[src/rtl/pico_mem_arbiter_pkg.sv]
// Shared definitions for the picorv32 two-master memory arbiter:
// FSM state encodings, the watchdog abort read pattern and default sizing.
package pico_mem_arbiter_pkg;

   typedef enum logic {
      ST_IDLE = 1'b0,
      ST_BUSY = 1'b1
   } arb_state_t;

   // Returned to the granted master when the slave never answers.
   localparam logic [31:0] ARB_ERR_RDATA      = 32'hDEAD_BEEF;

   localparam int          ARB_TIMEOUT_CYCLES = 1024;
   localparam int          ARB_TO_WIDTH       = 11;

endpackage

[src/rtl/pico_arb_rr_pick.sv]
// Combinational 2-way round-robin picker. With both requesters active the one
// that did not own the previous transaction wins; otherwise the lone requester.
module pico_arb_rr_pick (
   input  logic [1:0] req,
   input  logic       last,
   output logic       any,
   output logic       win
);

   // Tie goes to the master that was not served last.
   always_comb begin
      any = |req;
      win = (req == 2'b11) ? ~last : req[1];
   end

endmodule

[src/rtl/pico_mem_arbiter.sv]
// Two-master round-robin arbiter for the picorv32 native memory bus.
// m0 (core) and m1 (loader/debug) share one slave port; each transaction costs
// one arbitration cycle in IDLE before the slave sees s_valid.
// Optional slave-ready watchdog is built when ARB_TIMEOUT_EN is defined.
//
//   state   | meaning
//   --------+-----------------------------------------------------------
//   ST_IDLE | no slave request; arbitrate pending masters, latch grant
//   ST_BUSY | s_valid high for the granted master until s_ready/abort
module pico_mem_arbiter
   import pico_mem_arbiter_pkg::*;
#(
   parameter int TIMEOUT_CYCLES = ARB_TIMEOUT_CYCLES,
   parameter int TO_WIDTH       = ARB_TO_WIDTH
) (
   input  logic        clk,
   input  logic        resetn,

   input  logic        m0_valid,
   input  logic        m0_instr,
   input  logic [31:0] m0_addr,
   input  logic [31:0] m0_wdata,
   input  logic [3:0]  m0_wstrb,
   output logic        m0_ready,
   output logic [31:0] m0_rdata,

   input  logic        m1_valid,
   input  logic        m1_instr,
   input  logic [31:0] m1_addr,
   input  logic [31:0] m1_wdata,
   input  logic [3:0]  m1_wstrb,
   output logic        m1_ready,
   output logic [31:0] m1_rdata,

   output logic        s_valid,
   output logic        s_instr,
   output logic [31:0] s_addr,
   output logic [31:0] s_wdata,
   output logic [3:0]  s_wstrb,
   input  logic        s_ready,
   input  logic [31:0] s_rdata,

   output logic        grant,
   output logic        err
);

   arb_state_t  state_q, state_d;
   logic        grant_q;
   logic        last_q;
   logic        any;
   logic        win;
   logic        busy;
   logic        expire;
   logic        complete;
   logic [31:0] resp_rdata;

   pico_arb_rr_pick u_pick (
      .req  ({m1_valid, m0_valid}),
      .last (last_q),
      .any  (any),
      .win  (win)
   );

   assign busy = (state_q == ST_BUSY);

`ifdef ARB_TIMEOUT_EN
   localparam logic [TO_WIDTH-1:0] TO_LAST = TO_WIDTH'(TIMEOUT_CYCLES - 1);

   logic [TO_WIDTH-1:0] to_cnt;

   // Watchdog: restarts on BUSY entry, advances on every unanswered BUSY cycle.
   always_ff @(posedge clk or negedge resetn) begin
      if (!resetn) begin
         to_cnt <= '0;
      end else if (!busy && any) begin
         to_cnt <= '0;
      end else if (busy && !s_ready) begin
         to_cnt <= to_cnt + 1'b1;
      end
   end

   // A ready arriving in the expiry cycle is a normal completion.
   assign expire = busy && !s_ready && (to_cnt == TO_LAST);
`else
   logic [31:0] unused_cfg;

   assign unused_cfg = 32'(TIMEOUT_CYCLES) ^ 32'(TO_WIDTH);
   assign expire     = 1'b0;
`endif

   assign complete   = busy && (s_ready || expire);
   assign resp_rdata = expire ? ARB_ERR_RDATA : s_rdata;

   // State register; reset aborts any transaction in flight.
   always_ff @(posedge clk or negedge resetn) begin
      if (!resetn) begin
         state_q <= ST_IDLE;
      end else begin
         state_q <= state_d;
      end
   end

   // Next-state: arbitrate in IDLE, leave BUSY on completion or abort.
   always_comb begin
      state_d = state_q;
      case (state_q)
         ST_IDLE: if (any)      state_d = ST_BUSY;
         ST_BUSY: if (complete) state_d = ST_IDLE;
         default:               state_d = ST_IDLE;
      endcase
   end

   // Grant latched at arbitration; last owner recorded at completion.
   // last resets to 1 so m0 wins the first tie.
   always_ff @(posedge clk or negedge resetn) begin
      if (!resetn) begin
         grant_q <= 1'b0;
         last_q  <= 1'b1;
      end else begin
         if (!busy && any) begin
            grant_q <= win;
         end
         if (complete) begin
            last_q <= grant_q;
         end
      end
   end

   // Slave request muxed by the grant register; s_valid is the state flop.
   always_comb begin
      s_valid = busy;
      s_instr = grant_q ? m1_instr : m0_instr;
      s_addr  = grant_q ? m1_addr  : m0_addr;
      s_wdata = grant_q ? m1_wdata : m0_wdata;
      s_wstrb = grant_q ? m1_wstrb : m0_wstrb;
   end

   // Response routing; a master that dropped valid mid-transfer gets nothing.
   always_comb begin
      m0_ready = complete && !grant_q && m0_valid;
      m1_ready = complete &&  grant_q && m1_valid;
      m0_rdata = m0_ready ? resp_rdata : 32'h0;
      m1_rdata = m1_ready ? resp_rdata : 32'h0;
      grant    = grant_q;
      err      = expire;
   end

endmodule

[config.mk]
export PLATFORM = sky130hd
export DESIGN_NAME = pico_mem_arbiter
export DESIGN_NICKNAME = d
export VERILOG_FILES = /design/src/rtl/pico_mem_arbiter_pkg.sv /design/src/rtl/pico_arb_rr_pick.sv /design/src/rtl/pico_mem_arbiter.sv
export SDC_FILE = /design/constraint.sdc
export NUM_CORES = 1
export LEC_CHECK = 0
export ABC_AREA = 1
export BUFFER_PORTS_ARGS = -buffer_cell sky130_fd_sc_hd__buf_4
export CAP_MARGIN = 20
export CORE_AREA = 2 2 123 125
export CTS_BUF_LIST = sky130_fd_sc_hd__clkbuf_2 sky130_fd_sc_hd__clkbuf_4 sky130_fd_sc_hd__clkbuf_8
export CTS_CLUSTER_DIAMETER = 50
export DETAILED_ROUTE_END_ITERATION = 16
export DIE_AREA = 0 0 125 127
export GPL_TIMING_DRIVEN = 0
export PLACE_DENSITY = 0.51
export SETUP_SLACK_MARGIN = 0.15
export SYNTH_ARGS = -nofsm -noshare
export SYNTH_HDL_FRONTEND = slang
export SYNTH_SLANG_ARGS = --single-unit
[constraint.sdc]
create_clock -name clk -period 1.2 [get_ports clk]
set_input_delay 0.06 -clock clk [delete_from_list [all_inputs] [get_ports clk]]
set_output_delay 0.06 -clock clk [all_outputs]
set_load 0.1 [all_outputs]
* Yosys cells after proc, flatten, opt, wreduce, memory -nomap -nowiden *
Index checks and enable logic that the tools add are counted.

storage, ports and cells
  flip-flop bits (word level) = 3
  bits of input ports = 175
  word-level logic and storage cells = 25

operators by class
  equal/unequal tests = 1
  mux-type cells = 10
  bitwise operators = 2
  reduce and logical (&&, ||, !) cells = 9

operators with widths
  kind                                         number
  two-way mux 32 bit                           4
  logical AND 1 bit                            6
  two-way mux 1 bit                            4
  two-way mux 4 bit                            1
  equality test 2 bit (second input constant)  1
  logical NOT 1 bit                            2
  inverter 1 bit                               2
  one-hot mux 1 bit (2 select lines)           1
  OR reduction 2 bit                           1

* Depth between registers and ports, before layout *
Gate-level depths: netlist of run 1.

  depth in word-level cells = 4
  mapped depth = 5
  depth with buffers taken out = 4

* By module *
A second synthesis of run 1 with hierarchy kept.

second synthesis, totals
  cell total of the unflattened synthesis = 349
  area total of the unflattened synthesis = 1,757.9 um^2

by module, submodules not included
  module            times used  cells each  area each (um^2)
  pico_mem_arbiter  1           346         1,742.9
  pico_arb_rr_pick  1           3           15.0

* Least setup slack after synthesis of run 1 *
OpenSTA, ideal clock, no wires.

  path type = register to output
  from = reg state_q, in the netlist s_valid
  to = out m0_rdata[22]
  arrival time = 2.771 ns
  data required time = 1.140 ns
  slack = -1.631 ns
  cell stages (with the launch flop) = 6
  cells stage by stage = dfrtp_1 nand2_1 inv_2 nand3_4 buf_6 nor2_1

on the way
  longest elaborated chain between the ends = 4

ends and longest elaborated chain
  item                             RTL line                 source
  start, declared                  pico_mem_arbiter.sv:47   arb_state_t state_q, state_d;
  start signal, assigned           pico_mem_arbiter.sv:99   state_q <= state_d;
  logical AND 1 bit                pico_mem_arbiter.sv:91   assign complete = busy && (s_ready || expire);
  logical AND 1 bit (2 in series)  pico_mem_arbiter.sv:140  m0_ready = complete && !grant_q && m0_valid;
  two-way mux 32 bit               pico_mem_arbiter.sv:142  m0_rdata = m0_ready ? resp_rdata : 32'h0;
  end, declared                    pico_mem_arbiter.sv:25   output logic [31:0] m0_rdata,

Every way passes these cells.

* Worst setup path after layout of run 1 *
  from = reg grant_q, in the netlist grant
  to = out s_wdata[2]

on the way
  longest elaborated chain between the ends = 1

ends and longest elaborated chain
  item                    RTL line                 source
  start, declared         pico_mem_arbiter.sv:48   logic grant_q;
  start signal, assigned  pico_mem_arbiter.sv:121  grant_q <= win;
  two-way mux 32 bit      pico_mem_arbiter.sv:134  s_wdata = grant_q ? m1_wdata : m0_wdata;
  end, declared           pico_mem_arbiter.sv:38   output logic [31:0] s_wdata,

Every way passes these cells.

==> results of run 1 <==
==> registers in the layout, indices dropped and copies added, names as in the netlist <==
register,count
s_valid,1
last_q,1
grant,1
==> power groups by stage <==
stage               sequential, W  combinational (W)  clock (W)
finish                   0.000214             0.0203   0.000317
global route             0.000223             0.0209   0.000340
CTS                      0.000203             0.0179   0.000324
detailed placement       0.000198             0.0146          0
global placement         0.000197             0.0145          0
floorplan                0.000369             0.0119          0
==> layout by cell type (no fill, tap or decap), drive strengths merged <==
cell type    count
buf            349
clkbuf           9
o21ai            3
clkinv           1
dfstp            1
nor2            64
dfrtp            2
inv             35
dlygate4sd3      1
clkinvlp         2
nand2          212
conb             1
nand3            3
==> timing repair <==
action,CTS,global route
setup endpoints to repair,137,137
cloned,0,6
setup buffers,7,9
endpoints found under the hold margin,3,0
pin swaps,1,10
hold buffers,1,0
gates resized for setup,381,269
==> cell type report <==
class                      count  area, sq um
timing repair inverter         1         11.3
tap                          184          230
timing repair buffer         333         4310
inverter                      37          173
clock buffer                   4         48.8
sequential                     3         83.8
fill                        1120         5780
buffer                        22          342
multi-input combinational    283         3440
==> how the worst max path moves through the flow <==
stage | start | to | cells past startpoint
2_1_floorplan | grant | m0_rdata[23] | 5
3_3_place_gp | grant | s_wdata[31] | 6
3_5_place_dp | grant | s_wdata[31] | 6
4_1_cts | grant | m0_rdata[23] | 6
5_1_grt | grant | m0_rdata[13] | 6
6_report | grant | s_wdata[2] | 6
==> per-layer routing <==
layer  wire [um]  GRT usage  vias to the layer above
li1            -          -                     1664
met4         196     0.0209                        0
met1        4330      0.146                     1622
met5           0          0                        -
met3        1180     0.0469                       13
met2        7510      0.278                      191
==> stage by stage <==
stage / utilization / setup slack [ns] / cell area (sq um)
after global placement: 0.397 / -0.549 / 5720
after floorplan: - / -0.577 / 3150
after detailed placement: 0.397 / -0.578 / 5720
after CTS: 0.508 / -0.478 / 7330
after global routing: 0.599 / -0.517 / 8640
final: 0.599 / -0.462 / 8640
==> kinds of logic (layout without fill, tap and decap cells) <==
logic type      after synthesis  in the layout  share of synthesized area
compound gates                3              3                     0.0102
flops                         3              3                     0.0521
buf+inv                      59            397                      0.201
other cells                   1              1                    0.00256
simple gates                279            279                      0.734
==> critical path, stage by stage (launching register included) <==
cell       delay, ns
dfrtp_4         0.50
buf_12          0.14
clkbuf_16       0.15
buf_4           0.19
nand2_1         0.17
nand2_8         0.06
buf_12          0.16
==> out/results.tsv, run 1 <==
stage	metric	value	unit
sta	finalCritPeriodShare	1.39	
sta	period_minus_slack	1.66	ns
sta	setup_slack	-0.462	ns
final_layout	drive_gt1_frac	0.922	
power_and_ir_drop	seqPwrFrac	0.010	
die	die_area	0.0159	sq mm
run_status	status	complete, but fails checks	
worst_hold_path	min_from	s_ready	
synth	ys_seq_area_frac	0.0521	
power_and_ir_drop	clockPowerShare	0.015	
worst_setup_path	r2r_setup_slack	-0.14	ns
sta	whs	0.0453	ns
global_routing	grt_pass1_wl	18300	um
route	ant_nets	0	
die	fp-row-count	44	
synth	synth_common_cells	nand2_1, nor2_1, inv_1	
worst_hold_path	hold_end	s_valid	
die	die_h	127	um
power_and_ir_drop	p_int	0.00783	W
run	drv_cap	0	
worst_hold_path	hold_path_class	in2reg	
die	core_area	0.0144	sq mm
route	drt-wirelength-per-cell	15.2	um
global_routing	grt.overflow.total	0	
power_and_ir_drop	swShare	0.624	
sta	final_max_slew_viol_count	0	
power_and_ir_drop	ir_worst_vdd	0.00187	V
synth	synth_warnings	0	
route	drt-pass1-iter-count	4	
clocking	clk_path_buf_depth	2	
route	vias_per_cell	4.03	
final_layout	area_growth	490	%
place	dpl.hpwl	9770	um
synth	async_flop_share	1.00	
global_routing	grt_max_degree	11	
final_layout	n_antenna_cell	0	
sta	rsz0062_at_grt	yes	
die	ios	313	
route	drt_wl_total	13200	um
clocking	clk_latency	0.22	ns
synth	synth_edf_count	0	
die	start_util	0.102	
synth	synth_top_area_frac	0.543	
final_layout	layoutNonFillerInstCount	867	
worst_setup_path	crit_type	reg2out	
place	io_buffers	311	
synth	ys_top_cells_by_area	nand2_1, nor2_1, inv_1, buf_2, buf_6	
power_and_ir_drop	comb_power_share	0.975	
sta	setup_viol	136	
place	place.gp.congestion	0.850	
place	dp.cells	840	
clocking	cts_tree	yes	
run_status	violations	negative setup slack	
synth	synthCells	345	
synth	synth_ff_type	dfrtp_1	
route	drtIter0Drc	40	
worst_setup_path	regToRegEndpoint	last_q	
sta	fmax	0.602	GHz
worst_setup_path	arrival	1.60	ns
global_routing	grt_pass1_vias	3576	
route	num_vias	3490	
synth	yosysMostFrequentCell	nand2_1	
global_routing	grt_usage	0.140	
route	drcViolationCount	0	
power_and_ir_drop	switchingPower	0.0130	W
die	die_w	125	um
final_layout	fin_nets	859	
worst_hold_path	hold_depth	2	
worst_setup_path	path_max_fanout	10	
power_and_ir_drop	leakage	3.88	nW
sta	skew	0.00214	ns
synth	yosysUniqueCellTypes	14	
clocking	htreeDepth	1	
sta	totalNegativeSetupSlack	-52.56	ns
worst_setup_path	startpoint_type	register	
power_and_ir_drop	power	0.0208	W
worst_setup_path	worstPathRequired	1.14	ns
synth	synth_fp_nets	520	
worst_setup_path	rr_worst_depth	6	
power_and_ir_drop	p_per_area	2410	mW/mm^2
worst_setup_path	endpoint_kind	output port	
clocking	cts_buffers	3	
sta	hold_viol_final	0	
clocking	clkTransAtPathRegs	0.03	ns
synth	synth_area	0.00147	sq mm
worst_setup_path	r2r-start	grant	
clocking	cts_root_buffer	clkbuf_8	
synth	synth-seq-cells	3	
global_routing	grt_antenna_before_repair	0	
synth	yosysTopAreaCell	nand2_1	
clocking	clock-sinks	3	
synth	synth.avg_cell_area	4.25	sq um
Note: power is estimated with default switching activity, not from simulation.
==> run 2, diff against run 1 <==
Settings changed: PLACE_DENSITY 0.51 to 0.47.
==> run 2 against run 1 <==
  * The flow still finishes with violations (negative setup slack)
  * Total power grew 4.9%
  * Clock power is 3% higher
  * Core utilization rose by 2.7 points
  * Maximum frequency fell by 3.2%
  * Worst hold slack gained 0.013 ns
  * Critical path depth is 2 higher
  * Sequential share of layout area hardly changed
  * Design area is 4.5% higher
  * Combinational power rose by 5%
  * Largest power group unchanged
==> out/results.tsv, run 2 (synthesized netlist as in run 1, its figures left out) <==
stage	metric	value	unit	change
sta	totalNegativeSetupSlack	-61.54	ns	-8.98 ns
final_layout	drive_gt1_frac	0.867		-0.0553
global_routing	grt_max_degree	11		unchanged
die	die_h	127	um	unchanged
die	die_w	125	um	unchanged
global_routing	grt_pass1_vias	3766		+5.3%
clocking	clk_path_buf_depth	2		unchanged
final_layout	layout_common_cells	buf_4, buf_12, nand2_8, nor2_4, nand2_1		
global_routing	top_usage_layer	met2		
worst_setup_path	worst_path_most_repeated_cell	buf_12		
sta	rsz0062_at_grt	yes		
power_and_ir_drop	leakage	3.94	nW	+1.5%
final_layout	fin_nets	868		+1.0%
global_routing	grtUsageMet2	0.305		+0.0269
sta	whs	0.0580	ns	+0.0128 ns
route	drcViolationCount	0		unchanged
worst_setup_path	startpoint_type	register		
route	drt_wl_total	13700	um	+3.9%
power_and_ir_drop	p_per_area	2420	mW/mm^2	+0.37%
global_routing	grt_usage	0.153		+0.0123
sta	setup_viol	136		unchanged
die	fp-row-count	44		unchanged
final_layout	area_growth	517	%	
clocking	clkTransAtPathRegs	0.03	ns	about the same
worst_hold_path	min_from	s_ready		
sta	period_minus_slack	1.72	ns	+0.0541 ns
worst_setup_path	cpPeakStageDelay	0.50	ns	about the same
route	drtIter0Drc	23		-43%
route	ant_nets	0		unchanged
clocking	clk_latency	0.22	ns	about the same
worst_setup_path	crit_type	reg2out		
worst_setup_path	worstPathRequired	1.14	ns	about the same
final_layout	mostFrequentLayoutCell	buf_4		
final_layout	utilization	0.626		+0.0271
sta	fmax	0.583	GHz	-3.2%
worst_setup_path	path_max_fanout	6		-4
die	ios	313		unchanged
run_status	status	complete, but fails checks		
worst_setup_path	slowest_stage	dfrtp_4		
die	die_area	0.0159	sq mm	unchanged
global_routing	grt_antenna_before_repair	0		unchanged
run_status	violations	negative setup slack		
die	core_area	0.0144	sq mm	unchanged
worst_setup_path	arrival	1.66	ns	+0.06 ns
clocking	cts_buffers	3		unchanged
sta	setup_slack	-0.517	ns	-0.0541 ns
worst_setup_path	endpoint_kind	output port		
place	dpl.hpwl	10200	um	+4.8%
worst_setup_path	r2r_setup_slack	-0.08	ns	+0.06 ns
worst_setup_path	r2r-start	grant		
global_routing	grt_use_met3	0.0473		+0.000419
worst_setup_path	setup.worst_path.start	grant		
sta	skew	0.00669	ns	+0.00455 ns
global_routing	grt_pass1_wl	19500	um	+6.3%
global_routing	grt.overflow.total	0		unchanged
route	num_vias	3536		+1.3%
sta	finalCritPeriodShare	1.43		+0.0451
place	place.gp.congestion	0.766		-9.9%
route	drt-pass1-iter-count	3		-1
clocking	htreeDepth	1		unchanged
die	start_util	0.102		unchanged
sta	hold_viol_final	0		unchanged
run	drv_cap	0		unchanged
place	io_buffers	311		unchanged
global_routing	grt_use_met1	0.152		+0.00682
final_layout	n_antenna_cell	0		unchanged
clocking	clock-sinks	3		unchanged
worst_setup_path	crit_chain	buf_12 > buf_12 > inv_12 > buf_6 > buf_12 > nand2_8 > nand2_8 > buf_12		
clocking	cts_root_buffer	clkbuf_8		
route	drt-wirelength-per-cell	15.7	um	+2.8%
place	dp_slack	-0.477	ns	+0.101 ns
worst_hold_path	hold_path_class	in2reg		
clocking	cts_tree	yes		
power_and_ir_drop	power	0.0219	W	+4.9%
route	vias_per_cell	4.04		+0.28%
power_and_ir_drop	ir_worst_vdd	0.00217	V	+16%
sta	final_max_slew_viol_count	0		unchanged
==> run 2: metal layers <==
layer,share of wire,vias to the layer above
li1,-,1687
met1,0.31,1652
met2,0.59,181
met3,0.089,16
met4,0.019,0
met5,0,-
==> run 2: per-stage QoR <==
step | cells | area [sq um]
after floorplan | 345 | 3150
after global placement | 840 | 5720
after detailed placement | 840 | 5720
after CTS | 863 | 7870
after global routing | 876 | 9030
final | 876 | 9030
==> run 2: worst max-delay path: cells and delay by family, from the launching register on <==
| kind | cells | cell delay (ns) |
|---|---|---|
| flops | 1 | 0.50 |
| buf+inv | 6 | 0.80 |
| simple gates | 2 | 0.12 |
==> run 2: path summary, 6_finish.rpt <==
check                              to  depth (start not counted)
max in group asynchronous      last_q                          2
min reg2reg                    last_q                          2
min in group asynchronous     s_valid                          2
min                           s_valid                          2
max reg2reg                    last_q                          7
max                        s_addr[29]                          8
==> run 2: area by class of cell <==
cell class,instances,area (sq um)
plain buffers,21,353
clock buffers,4,48.8
fillers,1077,5390
inverters,37,161
multi-input cells,283,3650
flip-flops and latches,3,83.8
well taps,184,230
repair buffers,343,4490
repair inverters,1,16.3
==> run 2: repair_timing <==
action                                  CTS  global route
pin swaps                                 7            34
endpoints found under the setup margin  137           138
cloned                                    8             6
hold endpoints to repair                  3             0
gates resized for setup                 454           180
hold buffers                              1             0
buffers inserted                         10             8
==> run 2: where the power goes <==
part,internal (W),switching [W],leakage [nW],total (W)
sequential,0.000169,0.0000468,0.0321,0.000216
clock,0.000250,0.0000749,0.0262,0.000325
combinational,0.00802,0.0133,3.88,0.0213
total,0.00844,0.0134,3.94,0.0219
